### src/rtl/emulador_teclado.sv
// Keypad emulator: presses one key at a time on an active-low 4x4 row/column matrix,
// with contact bounce at the start of each press followed by a stable hold and a release gap.
module emulador_teclado #(
  parameter int BOUNCE_CYCLES = 8,
  parameter int HOLD_CYCLES   = 200,
  parameter int GAP_CYCLES    = 100
) (
  input  logic       clk,
  input  logic       rst,
  input  logic [3:0] key_value,
  input  logic       key_valid,
  output logic       key_ready,
  input  logic [3:0] lin_matriz,
  output logic [3:0] col_matriz,
  output logic       key_done,
  output logic       key_error
);

  typedef enum logic [1:0] {IDLE, BOUNCE, HOLD, GAP} state_t;

  localparam logic [15:0] BOUNCE_LOAD = (BOUNCE_CYCLES > 0) ? 16'(BOUNCE_CYCLES - 1) : 16'd0;
  localparam logic [15:0] HOLD_LOAD   = 16'(HOLD_CYCLES - 1);
  localparam logic [15:0] GAP_LOAD    = (GAP_CYCLES > 0) ? 16'(GAP_CYCLES - 1) : 16'd0;

  state_t      state;
  logic [15:0] cnt;
  logic        contact_closed;
  logic [3:0]  row_lat;
  logic [3:0]  col_lat;

  // Returns {row, col}; codes C-F are never latched, so they map to the open pattern.
  function automatic logic [7:0] map_key(input logic [3:0] code);
    case (code)
      4'h1:    map_key = {4'b0111, 4'b0111};
      4'h2:    map_key = {4'b0111, 4'b1011};
      4'h3:    map_key = {4'b0111, 4'b1101};
      4'h4:    map_key = {4'b1011, 4'b0111};
      4'h5:    map_key = {4'b1011, 4'b1011};
      4'h6:    map_key = {4'b1011, 4'b1101};
      4'h7:    map_key = {4'b1101, 4'b0111};
      4'h8:    map_key = {4'b1101, 4'b1011};
      4'h9:    map_key = {4'b1101, 4'b1101};
      4'hA:    map_key = {4'b1110, 4'b0111};
      4'h0:    map_key = {4'b1110, 4'b1011};
      4'hB:    map_key = {4'b1110, 4'b1101};
      default: map_key = {4'b1111, 4'b1111};
    endcase
  endfunction

  // key_ready drops for the key_done cycle and returns one cycle later, so a requester
  // holding key_valid is accepted on the first cycle key_ready is seen high.
  always_ff @(posedge clk) begin
    if (rst) begin
      state          <= IDLE;
      cnt            <= 16'd0;
      contact_closed <= 1'b0;
      row_lat        <= 4'b1111;
      col_lat        <= 4'b1111;
      key_ready      <= 1'b1;
      key_done       <= 1'b0;
      key_error      <= 1'b0;
    end else begin
      key_done  <= 1'b0;
      key_error <= 1'b0;
      case (state)
        IDLE: begin
          if (!key_ready) begin
            key_ready <= 1'b1;
          end else if (key_valid) begin
            if (key_value <= 4'hB) begin
              {row_lat, col_lat} <= map_key(key_value);
              key_ready          <= 1'b0;
              contact_closed     <= 1'b1;
              if (BOUNCE_CYCLES == 0) begin
                state <= HOLD;
                cnt   <= HOLD_LOAD;
              end else begin
                state <= BOUNCE;
                cnt   <= BOUNCE_LOAD;
              end
            end else begin
              key_error <= 1'b1;
            end
          end
        end
        BOUNCE: begin
          if (cnt == 16'd0) begin
            state          <= HOLD;
            cnt            <= HOLD_LOAD;
            contact_closed <= 1'b1;
          end else begin
            cnt            <= cnt - 16'd1;
            contact_closed <= ~contact_closed;
          end
        end
        HOLD: begin
          if (cnt == 16'd0) begin
            contact_closed <= 1'b0;
            if (GAP_CYCLES == 0) begin
              state    <= IDLE;
              key_done <= 1'b1;
            end else begin
              state <= GAP;
              cnt   <= GAP_LOAD;
            end
          end else begin
            cnt <= cnt - 16'd1;
          end
        end
        GAP: begin
          if (cnt == 16'd0) begin
            state    <= IDLE;
            key_done <= 1'b1;
          end else begin
            cnt <= cnt - 16'd1;
          end
        end
        default: state <= IDLE;
      endcase
    end
  end

  // Any scan pattern other than exactly the latched row (including none or several rows) reads as open.
  assign col_matriz = (contact_closed && (lin_matriz == row_lat)) ? col_lat : 4'b1111;

endmodule

### config.mk
export PLATFORM = sky130hd
export DESIGN_NAME = emulador_teclado
export DESIGN_NICKNAME = d
export VERILOG_FILES = /design/src/rtl/emulador_teclado.sv
export SDC_FILE = /design/constraint.sdc
export NUM_CORES = 1
export LEC_CHECK = 0
export ABC_AREA = 0
export BUFFER_PORTS_ARGS = -buffer_cell sky130_fd_sc_hd__clkbuf_2
export CORE_MARGIN = 3
export CORE_UTILIZATION = 32
export CTS_CLUSTER_SIZE = 10
export DETAILED_ROUTE_END_ITERATION = 10
export PLACE_DENSITY = 0.6
export SLEW_MARGIN = 25
export SYNTH_ARGS = -nofsm -noshare
export SYNTH_HDL_FRONTEND = slang
export SYNTH_SLANG_ARGS = --single-unit
### constraint.sdc
create_clock -name clk -period 2.4 [get_ports clk]
set_input_delay 0.48 -clock clk [delete_from_list [all_inputs] [get_ports clk]]
set_output_delay 0.48 -clock clk [all_outputs]
set_load 0.05 [all_outputs]
==> parameters.txt, run 1 <==
Parameter                              Value

Timing
  Largest clock skew in the final design ... between 0.003 and 0.004 ns
  Least-Margin Pin Slew ... 0.595 ns
  Max-slew violation total from the final report ... 0
  Accumulated negative setup slack ... 0 ns
  Hold violation total from the final report ... 0
  Worst hold-check slack ... around 0.45 ns
  Timing-limited maximum frequency ... ~480 MHz
  Final setup vio count ... 0
  Fraction of the cycle the final worst path needs ... 0.869
  Clock period minus worst slack ... around 2.1 ns
  Max_slew headroom ... 0.600
  RSZ-0062 raised after global routing ... false

Critical path
  Largest stage delay, worst path ... between 0.5 and 0.6 ns
  Cell with the largest stage delay on the worst path ... nor3_1
  CP Data Arrival Time ... about 2.2 ns
  Critical R2R Launch ... state[0]
  Worst reg-to-reg setup slack ... ~0.32 ns
  Endpoint of the worst register-to-register path ... cnt[3]
  Endpoint required time on the critical path ... about 2.6 ns
  Depth of the worst register-to-register path ... 7
  Nature of the critical path endpoint ... flip-flop
  Critical path type ... flip-flop to flip-flop
  Worst-path cell chain ... inv_1, ha_1, nor3_1, nor2_1, mux2i_1, a21o_1, a21oi_1
  Family of cells with the greatest summed delay on the critical path ... simple AND/OR/NAND/NOR gates
  Element type at the critical path start ... flip-flop
  Maximum fanout encountered on the critical timing path ... 10
  Count of buffer and inverter cells on the critical path ... 1

Placed design
  Port Buffer Count ... 16
  Cell Area, Placed ... 1990 µm²
  Half-perimeter wire length of the detailed placement result ... about 2900 µm
  Final weighted congestion in routability-driven placement ... 0.758

Yosys
  Prevailing post-synth register cell ... dfxtp_1
  Part of the Yosys area used for sequential elements ... 0.314
  Top cell type's share of synthesized area ... 0.314
  Synthesized instance count ... about 210
  Area leader, netlist ... dfxtp_1
  Synth async-reset ratio ... 0
  Post-synth net total ... 235
  Number of flops mapped to enable cells by yosys ... 0
  Synthesis-stage register bit count ... 29
  Syn_area_per_cell ... 8.73 µm²
  Combined area of all synthesized cells ... about 1900 µm²
  Synth area leaders ... dfxtp_1 (31%), ha_1 (8.1%), nor2_1 (4.9%), xor2_1 (4.7%), a21oi_1 (3.8%)
  Number of unique standard cell types used by synthesis ... 51
  Yosys synthesis warning count ... 0

Flow run
  Maximum Capacitance Violations ... 0

CTS
  Cell chosen for the clock root ... clkbuf_8
  Post-CTS setup-driven buffer insertion count ... 0
  Count of hold buffers inserted by post-cts repair ... 0
  Clock tree from TritonCTS ... built
  Number of buffers created by CTS ... 5
  CTS H-Tree Depth ... 2
  Maximum number of buffers from clock root to sink ... 2
  Clock latency at the later pin of the worst-skew pair ... 0.27 ns
  Clock-pin slew on the worst setup and hold paths ... ~0.060 ns
  Clock sink count ... 29
  Post-cts sizing count ... 0

Floorplan
  Count of boundary I/O pins ... 18
  Die area ... between 6000 and 7000 µm²
  Width of the die ... a little over 80 µm
  Die outline height ... approximately 82 µm
  Core area ... ~5500 µm²
  Initial core utilization ... 0.334
  Number of rows created at floorplan ... 27

Worst hold path
  Startpoint of the lowest-slack hold path ... col_lat[1]
  Hold worst-path end ... col_lat[1]
  Worst hold path stage count ... 1
  Worst min path class ... flip-flop to flip-flop

Cells and area
  Post-route cell area ... ~2100 µm²
  Commonest non-fill, non-tap cell in the layout ... dfxtp_1
  Commonest cells after routing, fill and taps aside ... dfxtp_1 (29), nor2_1 (24), clkbuf_2 (16)
  Number of antenna cells inserted ... 0
  Core Util, Final ... 0.375
  Area growth from synthesis to layout ... 12.3%
  Fraction of layout cells with a size suffix above 1 ... 0.189
  Net count, final ... around 250

GRT
  First-pass GRT wire length ... 6940 µm
  Residual overflow from global routing ... 0
  Tot GR Track Use ... 0.131
  Pin count of the biggest net entering global routing ... 21
  Initial antenna violation count ... 0
  Via count of the first global-routing pass ... about 1,500

Power
  Total chip power ... between 3000 and 4000 µW
  Worst IR drop on VDD ... about 0.42 mV
  Leakage power ... 0.000845 µW
  Power Dens Cells ... 1460 nW/µm²

Routing
  Via count normalized by instance count ... approximately 5.2
  Wirelength, routed ... 3820 µm
  Routed length per instance ... approximately 13 µm
  Total via count after detailed routing ... 1,553
  Count of unresolved DRC violations after routing ... 0
  Number of antenna-violating nets in the routed design ... 0
  Drt first pass iters ... 5
  Number of DRC violations after detailed-routing iteration 0 ... approximately 80

Outcome
  Outcome ... finished clean
-- sequential cells by signal (all words and copies together), names as in the netlist --
signal	flops
col_lat	3
key_ready	1
row_lat	4
key_done	1
state	2
key_error	1
contact_closed	1
cnt	16
-- kinds of logic (layout without fill, tap and decap cells) --
| logic type | Yosys count | after routing | synth area share |
|---|---|---|---|
| multiplexers | 5 | 5 | 0.0270 |
| flip-flops | 29 | 29 | 0.314 |
| AND/OR/NAND/NOR | 87 | 87 | 0.297 |
| adder cells (fa/ha/maj) | 12 | 12 | 0.0811 |
| AO/OA/AOI/OAI | 49 | 49 | 0.182 |
| buffers and inverters | 17 | 33 | 0.0399 |
| XOR/XNOR | 12 | 12 | 0.0568 |
| other | 1 | 1 | 0.00203 |
-- how the worst max path moves through the flow --
| stage | start | cells past startpoint | end | slack, ns |
|---|---|---|---|---|
| 6_report | state[0] | 7 | cnt[3] | 0.32 |
| 5_1_grt | state[0] | 7 | cnt[11] | 0.07 |
| 4_1_cts | state[0] | 7 | cnt[3] | 0.31 |
| 3_5_place_dp | state[0] | 7 | cnt[3] | 0.30 |
| 3_3_place_gp | state[0] | 7 | cnt[12] | 0.40 |
| 2_1_floorplan | lin_matriz[2] | 3 | col_matriz[1] | 0.53 |
-- power by group --
| part | switching [µW] | total, µW | internal (µW) |
|---|---|---|---|
| Clock | 175 | 402 | 227 |
| Combinational | 1040 | 1800 | 758 |
| Sequential | 190 | 830 | 640 |
-- layer usage --
metal	track usage	up-vias	routed length [µm]
met2	0.202	21	1670
met1	0.182	722	1970
met5	0	-	0
met3	0.0274	7	126
met4	0.0399	0	60
li1	-	803	-
-- final cells by class --
| type | instances | area (µm²) |
|---|---|---|
| Clock buffer | 7 | 86.3 |
| Fill cell | 584 | 3460 |
| Inverter | 8 | 30.0 |
| Multi-Input combinational cell | 166 | 1200 |
| Sequential cell | 29 | 581 |
| Tap cell | 72 | 90.1 |
| Timing Repair Buffer | 18 | 95.1 |
-- per-stage QoR --
step	instances	worst slack (ns)
floorplan	212	0.529
global placement	293	0.397
detailed placement	293	0.304
CTS	300	0.306
global route	300	0.0682
finish	300	0.315
-- synth_stat cells (all sizes together), types with 2 or more instances --
cell type and instances:
or2 5, a31oi 2, xor2 10, nand4b 2, inv 8, nor2b 4
a21o 3, a211o 5, nor2 27, o31ai 3, dfxtp 29, buf 4
o21a 2, nor4 8, o21bai 2, xnor2 2, nor3 8, ha 12
a211oi 5, mux2i 5, nand4 5, nand2 7, o21ai 3, or4 5
a21oi 14, o22ai 3, clkbuf 5, nand2b 7, nand3 4
Note: power is estimated with default switching activity, not from simulation.
==> inputs of run 2 (changes only) <==
--- a/config.mk
+++ b/config.mk
@@ -7,11 +7,12 @@
 export LEC_CHECK = 0
 export ABC_AREA = 0
 export BUFFER_PORTS_ARGS = -buffer_cell sky130_fd_sc_hd__clkbuf_2
+export CORE_ASPECT_RATIO = 0.5
 export CORE_MARGIN = 3
-export CORE_UTILIZATION = 32
+export CORE_UTILIZATION = 40
 export CTS_CLUSTER_SIZE = 10
 export DETAILED_ROUTE_END_ITERATION = 10
-export PLACE_DENSITY = 0.6
+export PLACE_DENSITY = 0.7
 export SLEW_MARGIN = 25
 export SYNTH_ARGS = -nofsm -noshare
 export SYNTH_HDL_FRONTEND = slang
==> run 2 against run 1 <==
Worst hold slack gained 0.0095 ns. Largest power group unchanged. Sequential power hardly changed. Die area is 18% lower. Non-clock buffer count did not move. Largest cell class unchanged.
==> parameters.txt, run 2 (synthesized netlist as in run 1, its figures left out) <==
Parameter                              Value

Critical path
  Endpoint of the worst register-to-register path ... cnt[9]
  Maximum fanout encountered on the critical timing path ... 10
  Worst reg-to-reg setup slack ... about 0.29 ns
  Critical path type ... flip-flop to flip-flop
  Most used cell along the critical path ... nor2_1
  Depth of the worst register-to-register path ... 7
  Cell with the largest stage delay on the worst path ... nor3_1
  Element type at the critical path start ... flip-flop
  Critical R2R Launch ... state[0]
  Nature of the critical path endpoint ... flip-flop
  Largest stage delay, worst path ... 0.49 ns
  Endpoint required time on the critical path ... 2.55 ns
  CP Data Arrival Time ... between 2 and 2.5 ns
  Worst-path cell chain ... inv_1, ha_1, nor3_1, nor2_1, mux2i_1, a21o_1, nor2_1

Timing
  Final setup vio count ... 0
  Fraction of the cycle the final worst path needs ... 0.877
  Hold violation total from the final report ... 0
  Timing-limited maximum frequency ... around 480 MHz
  Least-Margin Pin Slew ... 0.552 ns
  Max_slew headroom ... 0.629
  Max-slew violation total from the final report ... 0
  Final worst setup slack ... between 0.2 and 0.3 ns
  Largest clock skew in the final design ... around 0.0053 ns
  Accumulated negative setup slack ... 0 ns
  RSZ-0062 raised after global routing ... false
  Clock period minus worst slack ... ~2.1 ns

Placed design
  Final weighted congestion in routability-driven placement ... roughly 0.80
  Port Buffer Count ... 16
  Worst slack after detailed placement ... roughly 0.32 ns
  Cell Area, Placed ... just under 2000 µm²
  Half-perimeter wire length of the detailed placement result ... 2720 µm

CTS
  Post-cts sizing count ... 0
  Clock tree from TritonCTS ... built
  Count of hold buffers inserted by post-cts repair ... 0
  Clock sink count ... 29
  CTS H-Tree Depth ... 2
  Maximum number of buffers from clock root to sink ... 2
  Clock-pin slew on the worst setup and hold paths ... about 0.060 ns
  Number of buffers created by CTS ... 5
  Post-CTS setup-driven buffer insertion count ... 0
  Cell chosen for the clock root ... clkbuf_8
  Clock latency at the later pin of the worst-skew pair ... between 0.2 and 0.3 ns

Cells and area
  Post-route cell area ... approximately 2100 µm²
  Fraction of layout cells with a size suffix above 1 ... 0.197
  Largest Register ... cnt
  Largest registers ... cnt (16), row_lat (4), col_lat (3)
  Net count, final ... 251
  Core Util, Final ... 0.498
  Commonest cells after routing, fill and taps aside ... dfxtp_1 (29), nor2_1 (24), clkbuf_2 (16)
  Number of flip-flops under the largest register name ... 16
  Area growth from synthesis to layout ... 11.9%
  Number of antenna cells inserted ... 0
  Commonest non-fill, non-tap cell in the layout ... dfxtp_1

Worst hold path
  Worst min path class ... flip-flop to flip-flop
  Hold worst-path end ... col_lat[3]
  Startpoint of the lowest-slack hold path ... col_lat[3]
  Worst hold path stage count ... 1

GRT
  Tot GR Track Use ... 0.150
  Initial antenna violation count ... 0
  Pin count of the biggest net entering global routing ... 21
  First-pass GRT wire length ... about 6400 µm
  Via count of the first global-routing pass ... 1,434
  Residual overflow from global routing ... 0

Floorplan
  Number of rows created at floorplan ... 16
  Die outline height ... about 54 µm
  Count of boundary I/O pins ... 18
  Core area ... around 4200 µm²
  Initial core utilization ... 0.445
  Die area ... between 5000 and 6000 µm²
  Width of the die ... between 100 and 150 µm

Routing
  Wirelength, routed ... approximately 3800 µm
  Number of antenna-violating nets in the routed design ... 0
  Routed length per instance ... around 13 µm
  Via count normalized by instance count ... 5.63
  Drt first pass iters ... 4
  Number of DRC violations after detailed-routing iteration 0 ... 83
  Total via count after detailed routing ... approximately 1,600
  Count of unresolved DRC violations after routing ... 0

Power
  Part of the power in combinational logic ... 0.585
  Power Dens Cells ... ~1500 nW/µm²
  Sequential share of power ... 0.270
  Clock power frac ... 0.145
  Cell-internal power ... roughly 1700 µW
  Total chip power ... around 3100 µW
  Worst IR drop on VDD ... 0.474 mV
  Switching pwr ... ~1400 µW
  Leakage power ... around 0.00086 µW
  Net Sw Frac ... 0.459

Outcome
  Outcome ... finished clean

Flow run
  Maximum Capacitance Violations ... 0
## run 2: layout make-up
type | count | area, µm²
tap | 54 | 67.6
clock buffer | 7 | 96.3
timing repair buffer | 18 | 95.1
fill | 400 | 2090
multi-input combinational | 166 | 1200
clock inverter | 1 | 5.00
inverter | 8 | 30.0
sequential | 29 | 581
## run 2: per-layer routing
layer | GRT usage | wire (µm)
met1 | 0.192 | 1830
met4 | 0.0501 | 27
met2 | 0.244 | 1710
met5 | 0 | 0
met3 | 0.0440 | 192
## run 2: power by group through the flow
stage | registers (µW) | logic [µW] | clock network, µW
after floorplan | 832 | 1460 | 0
after global placement | 827 | 1760 | 0
final | 829 | 1790 | 445
after CTS | 827 | 1790 | 456
after global routing | 854 | 2010 | 481
after detailed placement | 836 | 1770 | 0
## run 2: per-stage QoR
step / std cells / hold WS [ns]
after floorplan: 212 / 0.426
final: 283 / 0.463
after CTS: 283 / 0.466
after global placement: 275 / 0.439
after global routing: 283 / 0.498
after detailed placement: 275 / 0.448
## run 2: worst max-delay path by stage
stage          cells past startpoint             to  slack (ns)     startpoint
6_report                           7         cnt[9]        0.29       state[0]
5_1_grt                            7         cnt[9]        0.09       state[0]
3_5_place_dp                       7         cnt[9]        0.32       state[0]
2_1_floorplan                      3  col_matriz[1]        0.53  lin_matriz[2]
4_1_cts                            7         cnt[9]        0.28       state[0]
3_3_place_gp                       7  col_matriz[2]        0.40  lin_matriz[1]
## run 2: critical path, delay by kind of cell (launching register included)
kind | cells | cell delay [ns]
adder cells (fa/ha/maj) | 1 | 0.29
flip-flops | 1 | 0.38
multiplexers | 1 | 0.16
AND/OR/NAND/NOR | 3 | 0.66
buffers and inverters | 1 | 0.10
AO/OA/AOI/OAI | 1 | 0.38
